$ cat src/rtl/procyon_types.sv
// procyon_types: shared LSU types, arbiter source enum and load/store decode
`ifndef LSU_ARB_STARVE_LIMIT
`define LSU_ARB_STARVE_LIMIT 4
`endif

package procyon_types;
  typedef logic [31:0] procyon_addr_t;
  typedef logic [31:0] procyon_data_t;
  typedef logic [5:0]  procyon_tag_t;

  typedef enum logic [2:0] {
    LSU_FUNC_LB,
    LSU_FUNC_LH,
    LSU_FUNC_LW,
    LSU_FUNC_LBU,
    LSU_FUNC_LHU,
    LSU_FUNC_SB,
    LSU_FUNC_SH,
    LSU_FUNC_SW
  } procyon_lsu_func_t;

  typedef enum logic [1:0] {
    SRC_RS,
    SRC_REPLAY,
    SRC_RETIRE
  } lsu_arb_src_t;

  function automatic logic lsu_func_is_store(input procyon_lsu_func_t f);
    return f inside {LSU_FUNC_SB, LSU_FUNC_SH, LSU_FUNC_SW};
  endfunction
endpackage

$ cat src/rtl/lsu_arb.sv
// lsu_arb: picks one of retire/replay/RS per cycle for the LSU and registers the winner
module lsu_arb
  import procyon_types::*;
#(
  parameter int STARVE_LIMIT = `LSU_ARB_STARVE_LIMIT
) (
  input  logic              clk,
  input  logic              n_rst,
  input  logic              i_flush,
  input  logic              i_stall,
  input  logic              i_lq_full,
  input  logic              i_sq_full,
  input  logic              i_rs_valid,
  input  procyon_lsu_func_t i_rs_lsu_func,
  input  procyon_addr_t     i_rs_addr,
  input  procyon_data_t     i_rs_data,
  input  procyon_tag_t      i_rs_tag,
  output logic              o_rs_stall,
  input  logic              i_replay_valid,
  input  procyon_lsu_func_t i_replay_lsu_func,
  input  procyon_addr_t     i_replay_addr,
  input  procyon_tag_t      i_replay_tag,
  output logic              o_replay_ack,
  input  logic              i_sq_retire_valid,
  input  procyon_lsu_func_t i_sq_retire_lsu_func,
  input  procyon_addr_t     i_sq_retire_addr,
  input  procyon_data_t     i_sq_retire_data,
  input  procyon_tag_t      i_sq_retire_tag,
  output logic              o_sq_retire_ack,
  output logic              o_lq_alloc_en,
  output logic              o_sq_alloc_en,
  output logic              o_valid,
  output procyon_lsu_func_t o_lsu_func,
  output procyon_addr_t     o_addr,
  output procyon_data_t     o_data,
  output procyon_tag_t      o_tag,
  output lsu_arb_src_t      o_src
);
  localparam int CW = $clog2(STARVE_LIMIT + 1);

  logic [CW-1:0]     starve_cnt;
  logic              advance;
  logic              rs_store;
  logic              rs_elig;
  logic              rs_first;
  logic              grant_retire;
  logic              grant_replay;
  logic              grant_rs;
  logic              grant_any;
  lsu_arb_src_t      win_src;
  procyon_lsu_func_t win_func;
  procyon_addr_t     win_addr;
  procyon_data_t     win_data;
  procyon_tag_t      win_tag;

  // Gating advance with n_rst keeps every grant, ack and alloc low during reset.
  assign advance      = n_rst & (~o_valid | ~i_stall);
  assign rs_store     = lsu_func_is_store(i_rs_lsu_func);
  assign rs_elig      = i_rs_valid & (rs_store ? ~i_sq_full : ~i_lq_full);
  assign rs_first     = rs_elig & (starve_cnt == CW'(STARVE_LIMIT));
  assign grant_retire = advance & i_sq_retire_valid;
  assign grant_replay = advance & ~i_flush & ~i_sq_retire_valid & i_replay_valid & ~rs_first;
  assign grant_rs     = advance & ~i_flush & ~i_sq_retire_valid & rs_elig & ~grant_replay;
  assign grant_any    = grant_retire | grant_replay | grant_rs;

  assign o_rs_stall      = ~grant_rs;
  assign o_replay_ack    = grant_replay;
  assign o_sq_retire_ack = grant_retire;
  assign o_lq_alloc_en   = grant_rs & ~rs_store;
  assign o_sq_alloc_en   = grant_rs & rs_store;

  assign win_src  = grant_retire ? SRC_RETIRE : grant_replay ? SRC_REPLAY : SRC_RS;
  assign win_func = grant_retire ? i_sq_retire_lsu_func : grant_replay ? i_replay_lsu_func : i_rs_lsu_func;
  assign win_addr = grant_retire ? i_sq_retire_addr : grant_replay ? i_replay_addr : i_rs_addr;
  assign win_data = grant_retire ? i_sq_retire_data : grant_replay ? '0 : i_rs_data;
  assign win_tag  = grant_retire ? i_sq_retire_tag : grant_replay ? i_replay_tag : i_rs_tag;

  // Count cycles an eligible RS op loses; saturates at the limit where RS outranks replay.
  always_ff @(posedge clk or negedge n_rst) begin
    if (!n_rst) starve_cnt <= '0;
    else if (i_flush | ~rs_elig | grant_rs) starve_cnt <= '0;
    else if (advance & (starve_cnt != CW'(STARVE_LIMIT))) starve_cnt <= starve_cnt + 1'b1;
  end

  // Output register: load winner on advance, hold under stall, drop non-retire entries on flush.
  always_ff @(posedge clk or negedge n_rst) begin
    if (!n_rst) begin
      o_valid    <= 1'b0;
      o_src      <= SRC_RS;
      o_lsu_func <= LSU_FUNC_LB;
      o_addr     <= '0;
      o_data     <= '0;
      o_tag      <= '0;
    end else if (advance) begin
      o_valid <= grant_any;
      if (grant_any) begin
        o_src      <= win_src;
        o_lsu_func <= win_func;
        o_addr     <= win_addr;
        o_data     <= win_data;
        o_tag      <= win_tag;
      end
    end else if (i_flush && o_src != SRC_RETIRE) begin
      o_valid <= 1'b0;
    end
  end
endmodule

$ cat config.mk
export PLATFORM = sky130hd
export DESIGN_NAME = lsu_arb
export DESIGN_NICKNAME = d
export VERILOG_FILES = /design/src/rtl/procyon_types.sv /design/src/rtl/lsu_arb.sv
export SDC_FILE = /design/constraint.sdc
export NUM_CORES = 1
export LEC_CHECK = 0
export CAP_MARGIN = 20
export CORE_AREA = 2 2 106 108
export CTS_CLUSTER_SIZE = 30
export DETAILED_ROUTE_END_ITERATION = 10
export DIE_AREA = 0 0 108 110
export DONT_BUFFER_PORTS = 1
export GPL_TIMING_DRIVEN = 1
export PLACE_DENSITY = 0.49
export SYNTH_ARGS = -nofsm -noshare
export SYNTH_HDL_FRONTEND = slang
export SYNTH_SLANG_ARGS = --single-unit
$ cat constraint.sdc
create_clock -name clk -period 2.2 [get_ports clk]
set_input_delay 0.44 -clock clk [delete_from_list [all_inputs] [get_ports clk]]
set_output_delay 0.44 -clock clk [all_outputs]
set_load 0.005 [all_outputs]
==> run metrics <==
initial antenna violation count 0; worst slew pin tran about 350 ps; grt ovf 0; Max Clk Rate around 0.48 GHz; Setup TNS Final 0 ps; cts bufs inserted 9; via/cell ratio roughly 6.0; HP Class in2async; ant diodes 0; #FFs+latches synth between 70 and 80; chip width 108 um; Clk Latency, worst-skew pair approximately 350 ps; Routed Antenna Nets 0; 1st-iter DRT viols about 210; gr usage total between 15 and 20%; power per cell area around 870 nW/um^2; CP Max Fanout 18; kind of critical path reg2out; Fin. Hold Viols 79; router iterations before antenna repair 4; Pleak slightly below 0.002 uW; area delta synth->final 11.3%; synth top area cells dfrtp_1 (50%), a2bb2oi_1 (9.1%), mux2i_1 (8.4%); total wire length 11400 um; HPWL Detailed between 8000 and 9000 um; site row count 38; Post-Syn Area 3950 um^2; maximum VDD drop ~0.00033 V; WP data arrival ~1700 ps; status finished with violations; dpl cell area ~4000 um^2; TritonCTS clock tree built; vias in the first global route between 2000 and 3000; IO Count 277; Reg clk slew, reported paths around 80 ps; IO Port Bufs 0; Synthesized Nets 570; post-synth cell types 35; clock tree skew after final layout roughly 7.2 ps; GP Congestion around 0.81; fin area 4390 um^2; total power draw approximately 3800 uW; violated checks negative hold slack; post-synth top area cell dfrtp_1; RSZ-0062 raised after global routing no; Initial Util 36.9%; Tcrit/Tclk final between 90 and 100%; Residual DRC 0; DR WL/cell approximately 22 um; layout cells sized above 1 around 13%; max_cap viols 0; Nets between 500 and 600; top cell type's share of synthesized area between 50% and 60%; max_slew headroom between 70% and 80%; max-slew violation count 0; hold_ws -226 ps; final setup vio count 0; maximum clock insertion buffer count 2; core footprint 10700 um^2; Worst EP required about 1800 ps; CTS H-tree lvls 3; Syn Inst Count roughly 370; minimum clock period ~2100 ps; startpoint type of the worst setup path register; synth warn 0; vias between 3000 and 4000; first-pass GRT wire length approximately 16000 um; Sink Count a little under 80; die height between 100 and 150 um; largest net degree at the start of global routing 82; clk root buf clkbuf_8; post-synthesis sequential area ratio 50.1%; Syn Area/Cell 10.6 um^2; Die Area 11900 um^2; Setup crit end kind output pin
## synthesized netlist by cell type
cell and n:
dfrtp_1 79, o21ai_0 49, a22oi_1 41, a2bb2oi_1 41, nand2_1 36, mux2i_1 33
o21ai_1 28, clkbuf_1 11, buf_4 6, buf_6 6, buf_2 5, inv_1 5
nor2_1 4, clkbuf_2 3, nand3_1 3, ha_1 2, nand4b_1 2, a211o_1 1
a21bo_2 1, a21boi_2 1, a21oi_1 1, a31o_1 1, a31o_2 1, and3_1 1
buf_12 1, nand2_4 1, nand2b_1 1, nand2b_4 1, nor2_2 1, nor2b_1 1
o211a_1 1, o21a_2 1, or3_1 1, xnor2_1 1, xor2_1 1
## through the flow
| stage | hold WS, ps | worst slack, ps | util, % | cells |
|---|---|---|---|---|
| global placement | 147 | 256 | 38.2 | 493 |
| global route | -255 | 3.28 | 41.0 | 514 |
| finish | -226 | 107 | 41.0 | 514 |
| detailed placement | 147 | 199 | 38.2 | 493 |
| CTS | -258 | 12.1 | 40.5 | 511 |
| floorplan | 144 | 200 | - | 372 |
## worst max-delay path, stage by stage (launching register included)
cell and delay (ps):
dfrtp_1 380, inv_1 120, ha_4 160, nand4b_1 90, mux2i_1 190, buf_4 170, nor2_4 40, buf_12 140
## path summary, 6_finish.rpt
path,depth (start not counted),slack (ps),endpoint,startpoint
min in group clk,2,200,o_data[20]$_DFFE_PN0P_,i_sq_retire_data[20]
max in group asynchronous,0,2320,starve_cnt[2]$_DFFE_PN0P_,n_rst
setup reg to reg,8,300,o_data[28]$_DFFE_PN0P_,starve_cnt[0]$_DFFE_PN0P_
hold reg to reg,2,570,starve_cnt[1]$_DFFE_PN0P_,starve_cnt[1]$_DFFE_PN0P_
setup / recovery,7,110,o_replay_ack,starve_cnt[0]$_DFFE_PN0P_
hold / removal,0,-230,o_data[13]$_DFFE_PN0P_,n_rst
## kinds of logic (layout without fill, tap and decap cells)
kind of cell	count (synthesis)	after routing	share of synthesized area, %
and+or+nand+nor	52	54	6.06
AOI/OAI and AO/OA	167	167	28.5
DFF	79	79	50.1
muxes	33	33	8.37
adders and majority gates	2	2	0.634
buffers and inverters	37	37	5.90
xor gates and xnor gates	2	2	0.444
## placed cells by master, fill, tap and decap left out, drive strengths merged, types with 3 or more instances in the layout
cell type,synthesis,layout
inv,5,5
a22oi,41,41
nand2,37,37
nand2b,2,4
clkinv,0,4
nor2,5,5
nand3,3,3
a2bb2oi,41,41
clkbuf,14,11
o21ai,77,77
dfrtp,79,79
buf,18,15
mux2i,33,33
## registers in the layout (all words and copies together) (netlist names)
signal and count:
o_addr 32, o_data 32, o_tag 6, o_lsu_func 3, starve_cnt 3, o_src 2
o_valid 1
## metal layers
metal,share of wire (%),vias up,track usage (%)
li1,-,1386,-
met1,39,1469,20.7
met2,50,187,30.6
met3,8.5,19,4.70
met4,2.2,0,9.07
met5,0,-,0
## where the power goes
group          switching [uW]  leakage (uW)  internal, uW
clock                     533      0.000116           666
combinational             261      0.000891           323
sequential                278      0.000964          1750
total                    1070       0.00197          2740
## area by class of cell
class | count | area [um^2]
Sequential cell | 79 | 1980
Fill cell | 1041 | 6310
Clock inverter | 6 | 83.8
Multi-Input combinational cell | 258 | 1790
Timing Repair Buffer | 16 | 213
Tap cell | 140 | 175
Clock buffer | 10 | 138
Inverter | 5 | 18.8
## repair_timing
action                     in CTS  in global routing
pin swaps                       0                  3
hold endpoints to repair       79                 79
gates resized for setup         2                  4
setup endpoints to repair       2                  4
buffers inserted                0                  2
gates cloned                    2                  1
No activity file was read; power rests on OpenSTA's default activity.
